[config.mk]
export PLATFORM = sky130hd
export DESIGN_NAME = prog_loader_ram256x16
export DESIGN_NICKNAME = d
export VERILOG_FILES = /design/src/rtl/prog_loader_ram256x16.sv
export SDC_FILE = /design/constraint.sdc
export NUM_CORES = 2
export LEC_CHECK = 0
export BUFFER_PORTS_ARGS = -buffer_cell sky130_fd_sc_hd__clkbuf_2
export CORE_MARGIN = 3
export CORE_UTILIZATION = 55
export DETAILED_ROUTE_END_ITERATION = 7
export PLACE_DENSITY = 0.69
export SYNTH_ARGS = -nofsm -noshare
export SYNTH_HDL_FRONTEND = slang
export SYNTH_SLANG_ARGS = --single-unit
[constraint.sdc]
create_clock -name clk -period 3.9 [get_ports clk]
set_input_delay 0.78 -clock clk [delete_from_list [all_inputs] [get_ports clk]]
set_output_delay 0.78 -clock clk [all_outputs]
set_load 0.02 [all_outputs]
[src/rtl/prog_loader_ram256x16.sv]
// Writable 2**ADDR_W x 16 program memory filled from a high-byte-first byte stream.
// Define LOADER_CHECKSUM_EN to require a trailing checksum byte after each load.
module prog_loader_ram256x16 #(
  parameter int    ADDR_W    = 8,
  parameter string INIT_FILE = ""
) (
  input  logic              clk,
  input  logic              reset,
  input  logic              start,
  input  logic [7:0]        rx_data,
  input  logic              rx_valid,
  input  logic              rx_last,
  output logic              rx_ready,
  input  logic [ADDR_W-1:0] addr,
  output logic [15:0]       data,
  output logic              busy,
  output logic              done,
  output logic [ADDR_W:0]   word_cnt,
  output logic              chk_err
);

  localparam int DEPTH = 1 << ADDR_W;

  typedef enum logic [2:0] {
    S_IDLE,
    S_HI,
    S_LO,
`ifdef LOADER_CHECKSUM_EN
    S_CHK,
`endif
    S_DONE
  } state_t;

  state_t            state_q, state_d;
  logic [ADDR_W-1:0] wptr_q, wptr_d;
  logic [ADDR_W:0]   cnt_q, cnt_d;
  logic              done_q, done_d;
  logic [7:0]        hi_q;
  logic              hi_we, wr_en;
  logic [15:0]       mem_q [DEPTH];

`ifdef LOADER_CHECKSUM_EN
  logic [7:0]        sum_q, sum_d;
  logic              chk_err_q, chk_err_d;
`endif

  always_comb begin
    state_d  = state_q;
    wptr_d   = wptr_q;
    cnt_d    = cnt_q;
    done_d   = done_q;
    rx_ready = 1'b0;
    busy     = 1'b0;
    hi_we    = 1'b0;
    wr_en    = 1'b0;
`ifdef LOADER_CHECKSUM_EN
    sum_d     = sum_q;
    chk_err_d = chk_err_q;
`endif
    case (state_q)
      S_IDLE, S_DONE: begin
        if (start) begin
          wptr_d  = '0;
          cnt_d   = '0;
          done_d  = 1'b0;
          state_d = S_HI;
`ifdef LOADER_CHECKSUM_EN
          sum_d     = 8'h00;
          chk_err_d = 1'b0;
`endif
        end
      end
      S_HI: begin
        rx_ready = 1'b1;
        busy     = 1'b1;
        if (rx_valid) begin
          hi_we   = 1'b1;
          state_d = S_LO;
`ifdef LOADER_CHECKSUM_EN
          sum_d = sum_q + rx_data;
`endif
        end
      end
      S_LO: begin
        rx_ready = 1'b1;
        busy     = 1'b1;
        if (rx_valid) begin
          wr_en  = 1'b1;
          wptr_d = wptr_q + 1'b1;
          cnt_d  = cnt_q + 1'b1;
`ifdef LOADER_CHECKSUM_EN
          sum_d = sum_q + rx_data;
`endif
          // A full memory ends the load even without rx_last.
          if (rx_last || (wptr_q == '1)) begin
`ifdef LOADER_CHECKSUM_EN
            state_d = S_CHK;
`else
            state_d = S_DONE;
            done_d  = 1'b1;
`endif
          end else begin
            state_d = S_HI;
          end
        end
      end
`ifdef LOADER_CHECKSUM_EN
      S_CHK: begin
        rx_ready = 1'b1;
        busy     = 1'b1;
        if (rx_valid) begin
          chk_err_d = (8'(sum_q + rx_data) != 8'h00);
          done_d    = 1'b1;
          state_d   = S_DONE;
        end
      end
`endif
      default: state_d = S_IDLE;
    endcase
  end

  always_ff @(posedge clk or posedge reset) begin
    if (reset) begin
      state_q <= S_IDLE;
      wptr_q  <= '0;
      cnt_q   <= '0;
      done_q  <= 1'b0;
`ifdef LOADER_CHECKSUM_EN
      sum_q     <= 8'h00;
      chk_err_q <= 1'b0;
`endif
    end else begin
      state_q <= state_d;
      wptr_q  <= wptr_d;
      cnt_q   <= cnt_d;
      done_q  <= done_d;
`ifdef LOADER_CHECKSUM_EN
      sum_q     <= sum_d;
      chk_err_q <= chk_err_d;
`endif
    end
  end

  always_ff @(posedge clk) begin
    if (hi_we) hi_q <= rx_data;
    if (wr_en) mem_q[wptr_q] <= {hi_q, rx_data};
  end

  assign data     = mem_q[addr];
  assign done     = done_q;
  assign word_cnt = cnt_q;
`ifdef LOADER_CHECKSUM_EN
  assign chk_err  = chk_err_q;
`else
  assign chk_err  = 1'b0;
`endif

endmodule

* Word level (Yosys, flattened, before mapping)
Memory sizes are Yosys's and may differ from the RTL's.
Cells that the tools add are included.
** Storage, ports and cells
- Bits in registers :: 29
- Bits in writable memories :: 4096
- Bits of input ports :: 21
- Memories :: 1
** Memory list
- mem_q :: depth 256, bits a word 16, read ports 1, clocked after memory_dff 0, wr ports 1, RTL line 40 : logic [15:0] mem_q [DEPTH];
** Operators by class
- $add $sub $neg :: 2
- Eq/ne operators :: 8
- Muxes and demuxes :: 21
- Reduce and logical (&&, ||, !) cells :: 8
** Operator list (number)
- $mux W9 :: 2
- $pmux W9 S2 :: 1
- $mux W8 :: 2
- $pmux W8 S2 :: 1
- $add A9 B1 Y9 const B :: 1
- $mux W1 :: 9
- $mux W3 :: 3
- $pmux W3 S3 :: 1
- $add A8 B1 Y8 const B :: 1
- $eq A8 B8 Y1 const B :: 1
- $ne A2 B2 Y1 const B :: 4
- $eq A3 B2 Y1 const B :: 2
- $reduce_and A3 Y1 :: 2
- $reduce_and A4 Y1 :: 1
- $reduce_or A2 Y1 :: 2
- $eq A3 B1 Y1 const B :: 1
- $logic_not A3 Y1 :: 1
- $mux W2 :: 1
- $pmux W1 S2 :: 1
- $reduce_bool A2 Y1 :: 1
- $logic_or A1 B1 Y1 :: 1

* Depth between registers and ports, before layout
- Word-level depth :: 5
- Mapped depth :: 13

* Worst setup path before layout
No wires, ideal clock.
- Path type :: flip-flop to flip-flop
- From :: reg hi_q[2]
- To :: mem mem_q[0][10], data pin
- Library setup time :: 817 ps
- Arrival time :: 3228 ps
- Path slack :: -146 ps
- Cell stages (with the launch flop) :: 1
- Path buffers :: 0
- Cell sequence :: edfxtp_1
** RTL lines
- start: declaration :: RTL line 38 : logic [7:0] hi_q;
- start signal: assignment :: RTL line 145 : if (hi_we) hi_q <= rx_data;
- end: declaration :: RTL line 40
No word-level cell before the write port.

* Final worst setup path
- From :: in addr[1]
- To :: out data[14]
** On the way
- Longest elaborated chain between the ends :: 1
** Ends and longest elaborated chain
- start: declaration :: RTL line 14 : input logic [ADDR_W-1:0] addr,
- $mem_v2 Z256 W16
- end: declaration :: RTL line 15 : output logic [15:0] data,
Every way passes these cells.

==> impl_metrics.py <==
metrics = {
    "sta": {
        "rsz0062_at_grt": "true",
        "max_slew_margin": 0.09790,
        "max_clock_freq_mhz": 209.4,
        "finalCriticalPeriod_ns": 4.775,
        "finalCritPeriodShare": 1.224,
        "hold_viol": 0,
        "finClkSkew_ns": 0.05252,
        "slew_viol_final": 0,
        "setup_viol": 16,
        "setup-tns-final_ns": -11.21,
        "fin_ws_ns": -0.8755,
        "worst_pin_slew_ns": 1.353,
    },
    "synthesis": {
        "synth_area_leaders": "edfxtp_1 (77%), mux4_2 (12%), mux2i_1 (3.6%), o221ai_1 (1.0%), nor2_1 (0.72%)",
        "synth-seq-cells": 4124,
        "avgSynthCellArea_um2": 21.48,
        "ys.flop_type": "edfxtp_1",
        "synth_cell_types": 58,
        "yosys_warnings": 0,
        "yosysTopAreaCell": "edfxtp_1",
        "synth_edf_count": 4104,
        "synth_nets": 7453,
        "ys_async_sr_fraction": 0.004850,
        "postSynthCellCount": 7425,
        "synth_top_area_share": 0.7728,
        "seq_area_frac_synth": 0.7759,
        "synth_area_mm2": 0.1595,
        "post-synth-top-count-cell": "edfxtp_1",
        "yosys-top-cells-count": "edfxtp_1 (4104), mux4_2 (825), mux2i_1 (569)",
    },
    "critical_path": {
        "worstSetupStartpointType": "input pin",
        "reg2reg_to": "mem_q[168][0]",
        "max_stage_delay_ns": 0.59,
        "worst-path-max-fanout": 12,
        "cp-endpoint": "data[14]",
        "critPathLaunch": "addr[1]",
        "critPathKind": "input pin to output pin",
        "r2r-start": "state_q[0]",
        "end_kind": "output pin",
        "cp_data_arrival_time_ns": 4.00,
        "crit_required_ns": 3.12,
        "critical_path.slowest_cell": "nor4_4",
        "ff2ff_path_depth": 7,
        "cp_cell_sequence": "buf_12 > or2_4 > buf_12 > buf_4 > buf_6 > o221ai_4 > a21oi_1 > o21ai_1 > buf_4 > nand2_1 > or3_4 > nor4_4 > buf_4 > buf_6",
        "rrSetupSlack_ns": 0.41,
        "crit_top_cell": "buf_4",
    },
    "floorplan": {
        "dieArea_mm2": 0.2965,
        "die_h_um": 544.5,
        "initial_utilization": 0.5530,
        "ios": 50,
        "coreArea_mm2": 0.2884,
        "placement_rows": 197,
        "die_w_um": 544.5,
    },
    "pwr": {
        "p_per_area_mw_per_mm2": 496.9,
        "ir_drop_mv": 0.4691,
        "pwr-share-clk": 0.394,
        "power_frac_seq": 0.530,
        "intPower_mw": 73.14,
        "cellLeakagePower_nw": 62.24,
        "p_switching_mw": 20.86,
        "switching_share": 0.2219,
        "totalPowerFinal_mw": 94.00,
        "combPwrFrac": 0.076,
    },
    "cells_and_area": {
        "drive_gt1_frac": 0.3369,
        "nets": 8756,
        "instances_no_fill": 12840,
        "fin_area_mm2": 0.1892,
        "syn2layout_area_growth_pct": 18.61,
    },
    "placement": {
        "post-place-ws_ns": -1.891,
        "place_area_mm2": 0.1722,
        "io_buffers": 48,
        "place.gp.congestion": 0.9687,
        "placed_cells": 11980,
        "dp_hpwl_um": 261700,
    },
    "global_route": {
        "antenna_found_initial": 13,
        "grt_use_total": 0.2926,
        "grt_overflow": 0,
        "grt_max_degree": 201,
        "grt_pass1_vias": 83170,
        "grt_pass1_wl_um": 618500,
    },
    "clocking": {
        "htree_num_levels": 5,
        "clkSinkCount": 4124,
        "tritoncts": "done",
        "cts-buffers-inserted": 399,
        "clk_path_buf_depth": 4,
        "cts_root_buffer": "clkbuf_16",
        "clock_latency_ns": 0.90,
        "clkTransAtPathRegs_ns": 0.06,
    },
    "run_status": {
        "violations": "setup timing",
        "status": "finished with violations",
    },
    "drt": {
        "wirelength_um": 434200,
        "vias": 85050,
        "first_iter_violations": 12580,
        "final_antenna_net_count": 0,
        "first_pass_iters": 8,
        "wl_per_cell_um": 33.81,
        "drc_errors": 0,
        "routed_via_density": 6.622,
    },
    "flow_run": {
        "max_cap_violations": 0,
    },
    "min_path": {
        "hold_depth": 3,
        "hold_class": "input pin to flop",
    },
}
critical path: cells and delay by family:
family                 cells  cell delay [ns]
and+or+nand+nor            4             1.46
AOI/OAI and AO/OA          3             0.58
buffers and inverters      7             1.14
stage by stage:
stage / util / hold WS, ns
after floorplan: - / 0.5026
after global placement: 0.5971 / 0.5206
after detailed placement: 0.5971 / 0.5420
after CTS: 0.6521 / 0.1804
after global routing: 0.6558 / 0.2104
final: 0.6559 / 0.2429
logic make-up (layout without fill, tap and decap cells):
kind of cell	count (synthesis)	in the layout	synth area share
compound gates	702	702	0.03135
flops	4124	4124	0.7759
xor+xnor	11	11	0.0006041
fa+ha+maj	7	7	0.0005492
buf+inv	461	2088	0.01786
simple gates	721	721	0.02100
mux	1398	1398	0.1527
other cells	1	12	0.00002351
power groups by stage:
stage / clock [mW] / combinational (mW) / sequential (mW)
2_1_floorplan: 0 / 2.57 / 51.5
3_3_place_gp: 0 / 6.23 / 50.7
3_5_place_dp: 0 / 6.41 / 50.7
4_1_cts: 37.4 / 6.93 / 49.8
5_1_grt: 39.2 / 7.40 / 49.8
6_report: 37.0 / 7.14 / 49.8
final cells by class:
class                   count  area, µm²
diodes                     11      27.53
clock buffers             487      10440
clock inverters           238       1921
fillers                 18170      99230
inverters                  13      61.31
multi-input cells        2840      35170
flip-flops and latches   4124     123700
well taps                3781       4731
repair buffers           1350      13070
layout by cell type, fill, tap and decap left out, types with 15 or more instances in the layout:
cell | Yosys | layout
o22ai_1 | 171 | 123
buf_8 | 14 | 16
nand2_1 | 74 | 73
o22ai_2 | 1 | 43
a22oi_1 | 32 | 23
o21ai_0 | 52 | 36
edfxtp_1 | 4104 | 4104
o221ai_2 | 0 | 57
nor2_1 | 308 | 296
nor4_4 | 0 | 17
nand4_1 | 20 | 20
clkinv_1 | 0 | 87
a221oi_1 | 32 | 23
clkbuf_16 | 0 | 408
and3_1 | 20 | 15
clkinv_2 | 0 | 94
dfrtp_1 | 20 | 20
buf_12 | 8 | 119
a21oi_1 | 117 | 102
mux4_2 | 825 | 825
nor3_2 | 1 | 36
buf_6 | 73 | 74
a211oi_1 | 51 | 41
clkbuf_2 | 0 | 19
nor3_1 | 170 | 130
mux2i_1 | 569 | 550
and2_1 | 23 | 24
a22o_1 | 32 | 23
clkbuf_1 | 184 | 80
nor4_1 | 44 | 21
o221ai_1 | 186 | 114
buf_16 | 0 | 35
buf_4 | 47 | 1062
bufinv_16 | 0 | 28
o221ai_4 | 0 | 15
state kept, by name, indices dropped and copies added (netlist names):
name	count
wptr_q	8
mem_q	4096
state_q	2
hi_q	8
word_cnt	9
done	1
worst min-delay path by stage:
| stage | startpoint | endpoint | slack [ns] |
|---|---|---|---|
| after floorplan | state_q[0] | state_q[0] | 0.50 |
| after global placement | state_q[0] | state_q[0] | 0.52 |
| after detailed placement | state_q[0] | state_q[0] | 0.54 |
| after CTS | rx_valid | state_q[1] | 0.18 |
| after global routing | rx_valid | state_q[1] | 0.21 |
| final | rx_valid | state_q[1] | 0.24 |
per-layer routing:
layer	global-route usage	wire length, µm
met4	0.1048	17930
met2	0.4462	202900
met3	0.06609	51910
met5	0	0
met1	0.4215	161500
timing repair:
item | CTS | global route
hold buffers | 1 | 0
setup buffers | 63 | 50
endpoints found under the setup margin | 16 | 16
pin swaps | 93 | 61
endpoints found under the hold margin | 20 | 0
cloned | 22 | 5
resized for setup | 469 | 117
Note: power is estimated with default switching activity, not from simulation.
